### src/rtl/log2_pipe.sv
// rtl/log2_pipe.sv - pipelined fixed-point log2 with valid/ready handshake and tag sideband
//
// Purpose:
//   Computes y = log2(x) for an unsigned DATA_W-bit operand as an unsigned
//   INT_W.FRAC_W fixed-point value. The integer part comes from a leading-one
//   detector in stage 0. Each following stage squares the normalised mantissa
//   and emits one fractional bit, MSB first. A tag travels with every operand.
//
// Optional feature (macro LOG2_ROUND_EN):
//   When defined, one extra squaring stage produces fraction bit FRAC_W+1.
//   The result is rounded half-up and saturates at all ones. Latency becomes
//   FRAC_W+2. When undefined, results are truncated and latency is FRAC_W+1.
//
// Ports:
//   clk     in   1       rising-edge clock
//   rst_n   in   1       asynchronous active-low reset
//   x       in   DATA_W  unsigned operand
//   tagx    in   TAG_W   tag accompanying x
//   validx  in   1       x/tagx valid
//   readyx  out  1       block can accept (transfer on validx && readyx)
//   y       out  Y_W     result, INT_W.FRAC_W unsigned
//   tagy    out  TAG_W   tag aligned with y
//   zeroy   out  1       x was 0, y forced to 0
//   validy  out  1       y/tagy/zeroy valid
//   readyy  in   1       downstream accepts (transfer on validy && readyy)

module log2_pipe #(
  parameter int DATA_W = 8,
  parameter int FRAC_W = 4,
  parameter int TAG_W  = 4,
  localparam int INT_W = $clog2(DATA_W),
  localparam int Y_W   = INT_W + FRAC_W
) (
  input  logic              clk,
  input  logic              rst_n,
  input  logic [DATA_W-1:0] x,
  input  logic [TAG_W-1:0]  tagx,
  input  logic              validx,
  output logic              readyx,
  output logic [Y_W-1:0]    y,
  output logic [TAG_W-1:0]  tagy,
  output logic              zeroy,
  output logic              validy,
  input  logic              readyy
);

`ifdef LOG2_ROUND_EN
  localparam int NSQ = FRAC_W + 1;
`else
  localparam int NSQ = FRAC_W;
`endif

  // Stage 0 normalises; stages 1..NSQ each square once. The mantissa is not
  // needed after the last squaring, so it is only kept for stages 0..NSQ-1.
  logic [NSQ:0]                 v_q,    v_d;
  logic [NSQ:0][TAG_W-1:0]      tag_q,  tag_d;
  logic [NSQ:0]                 zero_q, zero_d;
  logic [NSQ:0][INT_W-1:0]      int_q,  int_d;
  logic [NSQ:0][NSQ-1:0]        frac_q, frac_d;
  logic [NSQ-1:0][DATA_W-1:0]   m_q,    m_d;

  logic                         en;
  logic [INT_W-1:0]             lod_p;
  logic                         lod_found;
  logic [DATA_W-1:0]            m0;

  // The whole pipe moves as one: it only stalls when a finished result is
  // waiting at the output and downstream is not taking it.
  assign en     = ~v_q[NSQ] | readyy;
  assign readyx = en;

  // Leading-one detector: the last hit while scanning upward is the MSB.
  always_comb begin
    lod_p     = '0;
    lod_found = 1'b0;
    for (int i = 0; i < DATA_W; i++) begin
      if (x[i]) begin
        lod_p     = INT_W'(i);
        lod_found = 1'b1;
      end
    end
  end

  // Shift the leading one up to the MSB so m is 1.(DATA_W-1) in [1,2).
  assign m0 = lod_found ? (x << (INT_W'(DATA_W - 1) - lod_p)) : '0;

  always_comb begin
    logic [2*DATA_W-1:0] sq;
    logic                fbit;

    v_d       = '0;
    tag_d     = '0;
    zero_d    = '0;
    int_d     = '0;
    frac_d    = '0;
    m_d       = '0;
    sq        = '0;
    fbit      = 1'b0;

    v_d[0]    = validx;
    tag_d[0]  = tagx;
    zero_d[0] = ~lod_found;
    int_d[0]  = lod_p;
    m_d[0]    = m0;

    for (int k = 1; k <= NSQ; k++) begin
      // m in [1,2) so m*m is in [1,4); the top bit says whether it reached 2.
      sq        = {{DATA_W{1'b0}}, m_q[k-1]} * {{DATA_W{1'b0}}, m_q[k-1]};
      fbit      = sq[2*DATA_W-1];
      v_d[k]    = v_q[k-1];
      tag_d[k]  = tag_q[k-1];
      zero_d[k] = zero_q[k-1];
      int_d[k]  = int_q[k-1];
      frac_d[k] = (frac_q[k-1] << 1) | NSQ'(fbit);
      if (k < NSQ) begin
        // Renormalise to [1,2) by dropping either one or zero extra LSBs.
        m_d[k] = fbit ? DATA_W'(sq >> DATA_W) : DATA_W'(sq >> (DATA_W - 1));
      end
    end
  end

  always_ff @(posedge clk or negedge rst_n) begin
    if (!rst_n) begin
      v_q    <= '0;
      tag_q  <= '0;
      zero_q <= '0;
      int_q  <= '0;
      frac_q <= '0;
      m_q    <= '0;
    end else if (en) begin
      v_q    <= v_d;
      tag_q  <= tag_d;
      zero_q <= zero_d;
      int_q  <= int_d;
      frac_q <= frac_d;
      m_q    <= m_d;
    end
  end

  assign validy = v_q[NSQ];
  assign tagy   = tag_q[NSQ];
  assign zeroy  = zero_q[NSQ];

  // A zero operand carries int=0 and m=0 down the pipe, so every fraction
  // bit is 0 and y is 0 without a separate mux.
`ifdef LOG2_ROUND_EN
  logic [Y_W:0] y_sum;

  assign y_sum = {1'b0, int_q[NSQ], frac_q[NSQ][NSQ-1:1]} + (Y_W + 1)'(frac_q[NSQ][0]);
  assign y     = y_sum[Y_W] ? '1 : y_sum[Y_W-1:0];
`else
  assign y     = {int_q[NSQ], frac_q[NSQ]};
`endif

endmodule

### config.mk
export PLATFORM = sky130hd
export DESIGN_NAME = log2_pipe
export DESIGN_NICKNAME = d
export VERILOG_FILES = /design/src/rtl/log2_pipe.sv
export SDC_FILE = /design/constraint.sdc
export NUM_CORES = 1
export LEC_CHECK = 0
export CORE_MARGIN = 3
export CORE_UTILIZATION = 45
export CTS_CLUSTER_SIZE = 14
export DETAILED_ROUTE_END_ITERATION = 10
export PLACE_DENSITY = 0.63
export SLEW_MARGIN = 5
export SYNTH_ARGS = -nofsm -noshare
export SYNTH_HDL_FRONTEND = slang
export SYNTH_SLANG_ARGS = --single-unit
### constraint.sdc
create_clock -name clk -period 6.5 [get_ports clk]
set_input_delay 0.975 -clock clk [delete_from_list [all_inputs] [get_ports clk]]
set_output_delay 0.975 -clock clk [all_outputs]
set_load 0.02 [all_outputs]
# --- Yosys cells after proc, flatten, opt, wreduce, memory -nomap -nowiden ---
# Index checks and enable logic that the tools add are counted.
word_totals:
  ff_bits: 87
  input_bits: 16
  wordCells: 51
classes:
  shifts: 1
  mul: 4
  bitwise: 6
  n_mux: 19
  addsub: 1
op_table:
  columns: ["op", "count"]
  rows:
  - ["multiplier 8 x 8 -> 16 bit", 4]
  - ["two-way mux 8 bit", 4]
  - ["two-way mux 3 bit", 4]
  - ["two-way mux 1 bit", 9]
  - ["left shift 8 x 3 -> 8 bit", 1]
  - ["two-way mux 2 bit", 2]
  - ["bitwise OR 4 x 1 -> 4 bit", 1]
  - ["bitwise OR 3 x 1 -> 3 bit", 1]
  - ["subtractor 3 bit (first input constant)", 1]
  - ["inverter 1 bit", 2]
  - ["bitwise OR 2 x 1 -> 2 bit", 1]
  - ["bitwise OR 1 bit", 1]

# --- Depth between registers and ports, before layout ---
logic_depth:
  ltp_word: 10
  mapped_depth: 20

# --- Worst setup path before layout ---
# Ideal clock, no wire load.
synth_path:
  path_type: "register to register"
  from: "reg m_q[13] (netlist bit)"
  to: "reg m_q[19] (netlist bit)"
  setup_time_ps: 126
  path_slack_ps: 1393
  required_ps: 6374
  arrival_time_ps: 4981
  stages_incl_launch_ff: 19
  synth_period_minus_slack_ps: 5107
  path_cell_list: "dfrtp_1 clkbuf_1 inv_1 nor2_1 fa_1 fa_1 inv_1 fa_1 fa_1 inv_1 ha_1 a21o_1 a31o_1 a221oi_2 a21o_1 a31oi_2 or2_1 buf_6 a221o_1"
synth_between:
  elab_chain_len: 2
synth_rtl:
  columns: ["item", "line_no", "source"]
  rows:
  - ["start, declared", "60", "logic [NSQ-1:0][DATA_W-1:0] m_q, m_d;"]
  - ["start signal, assigned", "136", "m_q <= m_d;"]
  - ["multiplier 8 x 8 -> 16 bit", "108", "sq = {{DATA_W{1'b0}}, m_q[k-1]} * {{DATA_W{1'b0}}, m_q[k-1]};"]
  - ["two-way mux 8 bit", "117", "m_d[k] = fbit ? DATA_W'(sq >> DATA_W) : DATA_W'(sq >> (DATA_W - 1));"]
# No other way between the ends.
# A chain may end at the register's enable or synchronous reset.

# --- Worst setup path in the final report ---
# Ends and elaborated chain as after synthesis.

==> impl_results.md <==
* Initial Util at 0.465
* WP data required at 6.73 ns
* Slew Limit Fails at 0
* Worst-path maximum fanout at 11
* Number of post-CTS setup repair buffers at 0
* Final Hold Vio Count at 0
* Synth-to-Final Area Change at 8.12%
* Tightest Hold Check Type: in -> async
* RR Endpoint: m_q[19]
* DRT iter0 DRCs at 347
* Number of library cell types mapped by synthesis at 68
* GRT Total Usage at 0.156
* Hold buffer count at cts at 0
* FILL cells at 1999
* Clock Sinks at 87
* Outcome: finished, final reports clean
* Worst setup SP type: flip-flop
* Adder-Cell Fraction of Synth Area at 0.349
* CP most frequent cell: fa_1
* Routed WL per cell at 12.5 um
* I/O Pins at 30
* RSZ-0062 raised after global routing: no
* Routability cong. at 0.813
* Nets at 1307
* Setup TNS after final layout at 0 ns
* Vias in the first global route at 6922
* Width of the die at 152 um
* DRC viols at 0
* I/O Buffers at 29
* Synth Area per Inst at 8.85 um2
* Post-synthesis simple-gate area fraction at 0.193
* Rel. slew slack at 0.313
* Critical path endpoint category: flip-flop
* Post_cts resized at 0
* Clock-pin slew of the registers on the worst-case setup and hold paths at 0.07 ns
* H-tree Lvls at 3
* Worst Tran Pin Value at 1.03 ns
* Worst r2r src: m_q[13]
* Via density at 5.01
* XOR/XNOR Fraction of Synth Area at 0.0384
* Layout cells sized above 1 at 0.0414
* Crit path cell chain: inv_1, nor2_1, fa_1, fa_1, inv_1, fa_1, fa_1, inv_1, ha_1, a21o_1, a31o_1, a221oi_2, a21o_1, a31oi_2, or2_1, a221o_1
* Clock buffer depth at 2
* Initial antenna violation count at 0
* Final setup fails at 0
* Register area share after synthesis at 0.227
* Compound-Gate Fraction of Synth Area at 0.0948
* Diodes inserted at 0
* Highest clock rate at 190 MHz
* Most used DFF post-synth: dfrtp_1
* Mux contribution to synthesized area at 0.0135
* Post-Route Skew at 0.00652 ns
* CP arrival at 5.49 ns
* Row Count at 52
* Yosys reg bits at 87
* Number of flops mapped to enable cells by yosys at 0
* Commonest non-fill, non-tap cell in the layout: nand2_1
* Mapped Nets at 1306
* Biggest cell delay along the critical path at 0.54 ns
* Clock buffer count from CTS at 9
* Post-synth ARST share at 1.00
* DIE HEIGHT at 152 um
* Post-route clock period utilization at 0.809
* Yosys warns at 0
* Setup slack, reg-to-reg at 1.24 ns
* Max_cap viols at 0
* First-pass detailed-route iteration total at 4
* Largest net degree at the start of global routing at 96
* First-pass GRT wire length at 31300 um
* Commonest cells after routing, fill and taps aside: nand2_1 (202), inv_1 (166), ha_1 (113)
* Clk Latency, worst-skew pair at 0.35 ns
* GR Overflow Total at 0
* CTS root buffer: clkbuf_16
* Main combinational cell family by area after synthesis: adder cells
* Cell Area, Synth at 0.00957 mm2
* Routed Antenna Nets at 0
* Period minus WS final at 5.26 ns
* CTS tree: yes
* Die Area at 0.0231 mm2
* Placed wire-length estimate at 13200 um
* Crit Path Category: reg -> reg
* Via count at 6802
* Core box area at 0.0206 mm2
* Syn Inst Count at 1081
* Total wire length at 17000 um
* R2R depth at 16
* Crit-path slowest cell: fa_1
==> layer usage <==
layer  GRT usage  up-vias  wire, um
met1       0.215     3286      8580
met2       0.269       37      8020
met4      0.0304        0       152
met3      0.0193       10       251
met5           0        -         0
li1            -     3469         -
==> cells in the mapped netlist (8+ instances only) <==
cell	instances	area [um2]
xnor2_1	29	254
nand2_1	202	758
nand3_1	8	40.0
and2_1	75	469
fa_1	96	1920
o21ai_0	21	105
clkbuf_1	36	135
nor3_1	10	50.1
dfrtp_1	87	2180
nand4_1	8	50.1
xor2_1	13	114
a21oi_1	28	140
inv_1	167	627
a21o_1	8	60.1
o211ai_1	14	105
ha_1	113	1410
nor2_1	48	180
==> critical path, delay by kind of cell (launching register included) <==
kind	cells	cell delay [ns]
adder cells (fa/ha/maj)	5	2.40
flip-flops	1	0.50
AO/OA/AOI/OAI	6	1.41
buffers and inverters	3	0.22
AND/OR/NAND/NOR	2	0.61
==> worst max path at each step <==
stage,start,slack (ns),cells past startpoint,end
floorplan,m_q[13],1.39,18,m_q[19]
global placement,m_q[13],1.34,16,m_q[19]
detailed placement,m_q[13],1.22,16,m_q[19]
CTS,m_q[13],1.19,16,m_q[19]
global route,m_q[13],0.94,16,m_q[19]
finish,m_q[13],1.24,16,m_q[19]
==> registers in the layout, indices dropped and copies added (netlist names) <==
name / flops
zero_q: 5
v_q: 5
tag_d: 16
tagy: 4
m_q: 32
y: 7
frac_q: 6
int_d: 12
==> stage by stage <==
stage | hold slack (ns) | instances | utilization | instance area [um2] | setup WS, ns
floorplan | 0.430 | 1081 | - | 9570 | 1.39
global placement | 0.448 | 1341 | 0.489 | 10000 | 1.34
detailed placement | 0.452 | 1341 | 0.489 | 10000 | 1.22
CTS | 0.425 | 1357 | 0.503 | 10300 | 1.19
global route | 0.426 | 1357 | 0.503 | 10300 | 0.944
finish | 0.429 | 1357 | 0.503 | 10300 | 1.24
==> kinds of logic after synthesis <==
logic type / count (synthesis)
xor+xnor: 42
fa+ha+maj: 209
flops: 87
mux: 12
other cells: 1
simple gates: 394
compound gates: 127
buf+inv: 209
==> layout make-up <==
type / instances / area [um2] / area share
Timing Repair Buffer: 32 / 310 / 0.0300
Clock inverter: 7 / 72.6 / 0.00701
Multi-Input combinational cell: 785 / 6600 / 0.638
Sequential cell: 87 / 2180 / 0.210
Tap cell: 270 / 338 / 0.0326
Inverter: 167 / 627 / 0.0606
Clock buffer: 9 / 225 / 0.0218
Power is not shown: default switching activity piles up to over one toggle a cycle in this logic, so the estimate is an artifact.
==> RTL edit, RTL diff (same flow settings) <==
The option `LOG2_ROUND_EN` is turned on by a define.
--- a/src/rtl/log2_pipe.sv
+++ b/src/rtl/log2_pipe.sv
@@ -25,2 +25,4 @@
 //   readyy  in   1       downstream accepts (transfer on validy && readyy)
+
+`define LOG2_ROUND_EN
 
Check against the original RTL: not equivalent (Yosys sat finds a counterexample within 10 cycles, from zero or initial values and one cycle with rst_n low).
==> RTL edit against the original RTL <==
Sequential cell count rose by 22. Utilization fell by 1.1 points. Routed wire length is 27% higher. Worst setup slack lost 0.12 ns. Synthesized area increased by 27%. Design area is 25% higher. Critical path type unchanged.
Power is left out: the tool's default activity adds up to more than one toggle a clock period on the data nets, which glitch-free logic cannot reach.
==> RTL edit: results (changes against the original RTL) <==
- Status: finished clean
- Number of iterations in the first detailed-routing pass: 4 (unchanged)
- Cell family with most CP delay: adder cells
- Ratio of cells with drive above 1 in the final layout: 2.97% (-1.2 points)
- Clock Path Buffers: 2 (unchanged)
- # H-tree levels: 3 (unchanged)
- DP Wirelength: 17100 um (+29%)
- CP max stage delay: 0.76 ns (+0.22 ns)
- Vias per inst: 4.99 (-0.38%)
- N_diodes: 0 (unchanged)
- PortBufs: 29 (unchanged)
- Gates resized, CTS repair: 0 (unchanged)
- Nets: 1649 (+26%)
- Top cells by count, synth: 264 x nand2_1, 205 x inv_1, 139 x ha_1, 120 x fa_1, 109 x dfrtp_1
- Initial antenna violation count: 0 (unchanged)
- Vias in the first global route: 8524 (+23%)
- Register with the most flip-flops: m_q
- Root Driver: clkbuf_16
- Sequential fraction of the synthesis area: 22.5% (-0.24 points)
- Worst Clk Skew: 0.00872 ns (+0.00220 ns)
- Largest register FFs: 40 (+25%)
- Filler cells: 2569 (+29%)
- Final max-slew violation count: 0 (unchanged)
- R2R depth: 16 (unchanged)
- Slowest CP cell: xnor2_1
- Synth area leaders: dfrtp_1 23%, fa_1 20%, ha_1 14%, nand2_1 8.2%, inv_1 6.4%
- Clock latency on the worst-skew pair: 0.35 ns (about the same)
- Global-route wire length before repair: 39300 um (+26%)
- Mux cell area share after synthesis: 1.83% (+0.48 points)
- Critical path class: reg -> reg
- R2R Setup Slk: 1.12 ns (-0.12 ns)
- RePlAce Congestion: 0.804 (-1.1%)
- FF-to-FF End: m_q[18]
- Routed len/inst: 12.6 um (+0.80%)
- Worst reg2reg path startpoint: m_q[13]
- Main flop type after synthesis: dfrtp_1
- DRT iter0 DRCs: 362 (+4.3%)
- CTS clk-pin slew, worst paths: 0.07 ns (about the same)
- Synth cell types: 75 (+10%)
- Arr. time, crit path: 5.65 ns (+0.16 ns)
- TritonCTS Buffers: 9 (unchanged)
- Compound-gate portion of the synthesized area: 9.71% (+0.23 points)
- Synth async-reset ratio: 100% (unchanged)
- Adder-cell area share of the yosys netlist: 34.2% (-0.68 points)
- Post-CTS setup buffer count: 0 (unchanged)
- Worst-Margin Slew: 0.997 ns (-0.0339 ns)
- Crit Path Max Fanout: 12 (+1)
- Worst Hold Depth: 2
- Hold crit path type: reg -> reg
- Ys Warns: 0 (unchanged)
- Gr usage total: 16.0% (+0.39 points)
- Largest net degree at the start of global routing: 94 (-2.1%)
- XOR/XNOR Fraction of Synth Area: 4.70% (+0.85 points)
RTL edit: cell types whose count changed in the layout (fill, tap and decap cells not counted), moves of 22 or more:
cell     change
nand2_1     +62
dfrtp_1     +22
ha_1        +26
inv_1       +39
and2_1      +22
fa_1        +24
a21oi_1     +24
RTL edit: layout make-up:
type | instances | share of cell area [%]
Clock inverter | 5 | 0.309
Tap cell | 335 | 3.24
Inverter | 206 | 5.98
Clock buffer | 11 | 1.95
Sequential cell | 109 | 21.1
Timing Repair Buffer | 33 | 2.45
Multi-Input combinational cell | 1015 | 65.0
RTL edit: cell families after synthesis:
kind of cell	after synthesis
simple gates	490
fa+ha+maj	259
buf+inv	259
compound gates	180
flops	109
xor+xnor	62
mux	22
other cells	1
RTL edit: per-layer routing:
| layer | track usage (%) | up-vias | part of all wire [%] |
|---|---|---|---|
| li1 | - | 4388 | - |
| met1 | 22.2 | 4112 | 48 |
| met2 | 27.9 | 49 | 50 |
| met3 | 1.60 | 10 | 1.3 |
| met4 | 2.65 | 0 | 0.64 |
| met5 | 0 | - | 0 |
RTL edit: how the worst min path moves through the flow:
stage / startpoint / to / slack [ns]
4_1_cts: int_d[17] / int_d[17] / 0.47
5_1_grt: tag_d[13] / tag_d[13] / 0.49
3_5_place_dp: tagy[2] / tagy[2] / 0.45
6_report: int_d[11] / int_d[11] / 0.47
3_3_place_gp: v_q[4] / v_q[4] / 0.44
2_1_floorplan: v_q[4] / v_q[4] / 0.43
RTL edit: worst register-to-register path: cells and delay by family (launching register included):
family / cells / cell delay (ns)
AO/OA/AOI/OAI: 5 / 0.67
adder cells (fa/ha/maj): 5 / 2.47
AND/OR/NAND/NOR: 1 / 0.23
multiplexers: 1 / 0.41
XOR/XNOR: 1 / 0.76
buffers and inverters: 3 / 0.23
flip-flops: 1 / 0.53
RTL edit: metrics by stage:
step	area, um^2	setup slack [ns]	std cells
floorplan	12100	1.78	1383
global placement	12700	1.28	1698
detailed placement	12700	1.11	1698
CTS	12900	1.10	1714
global route	12900	0.770	1714
finish	12900	1.12	1714
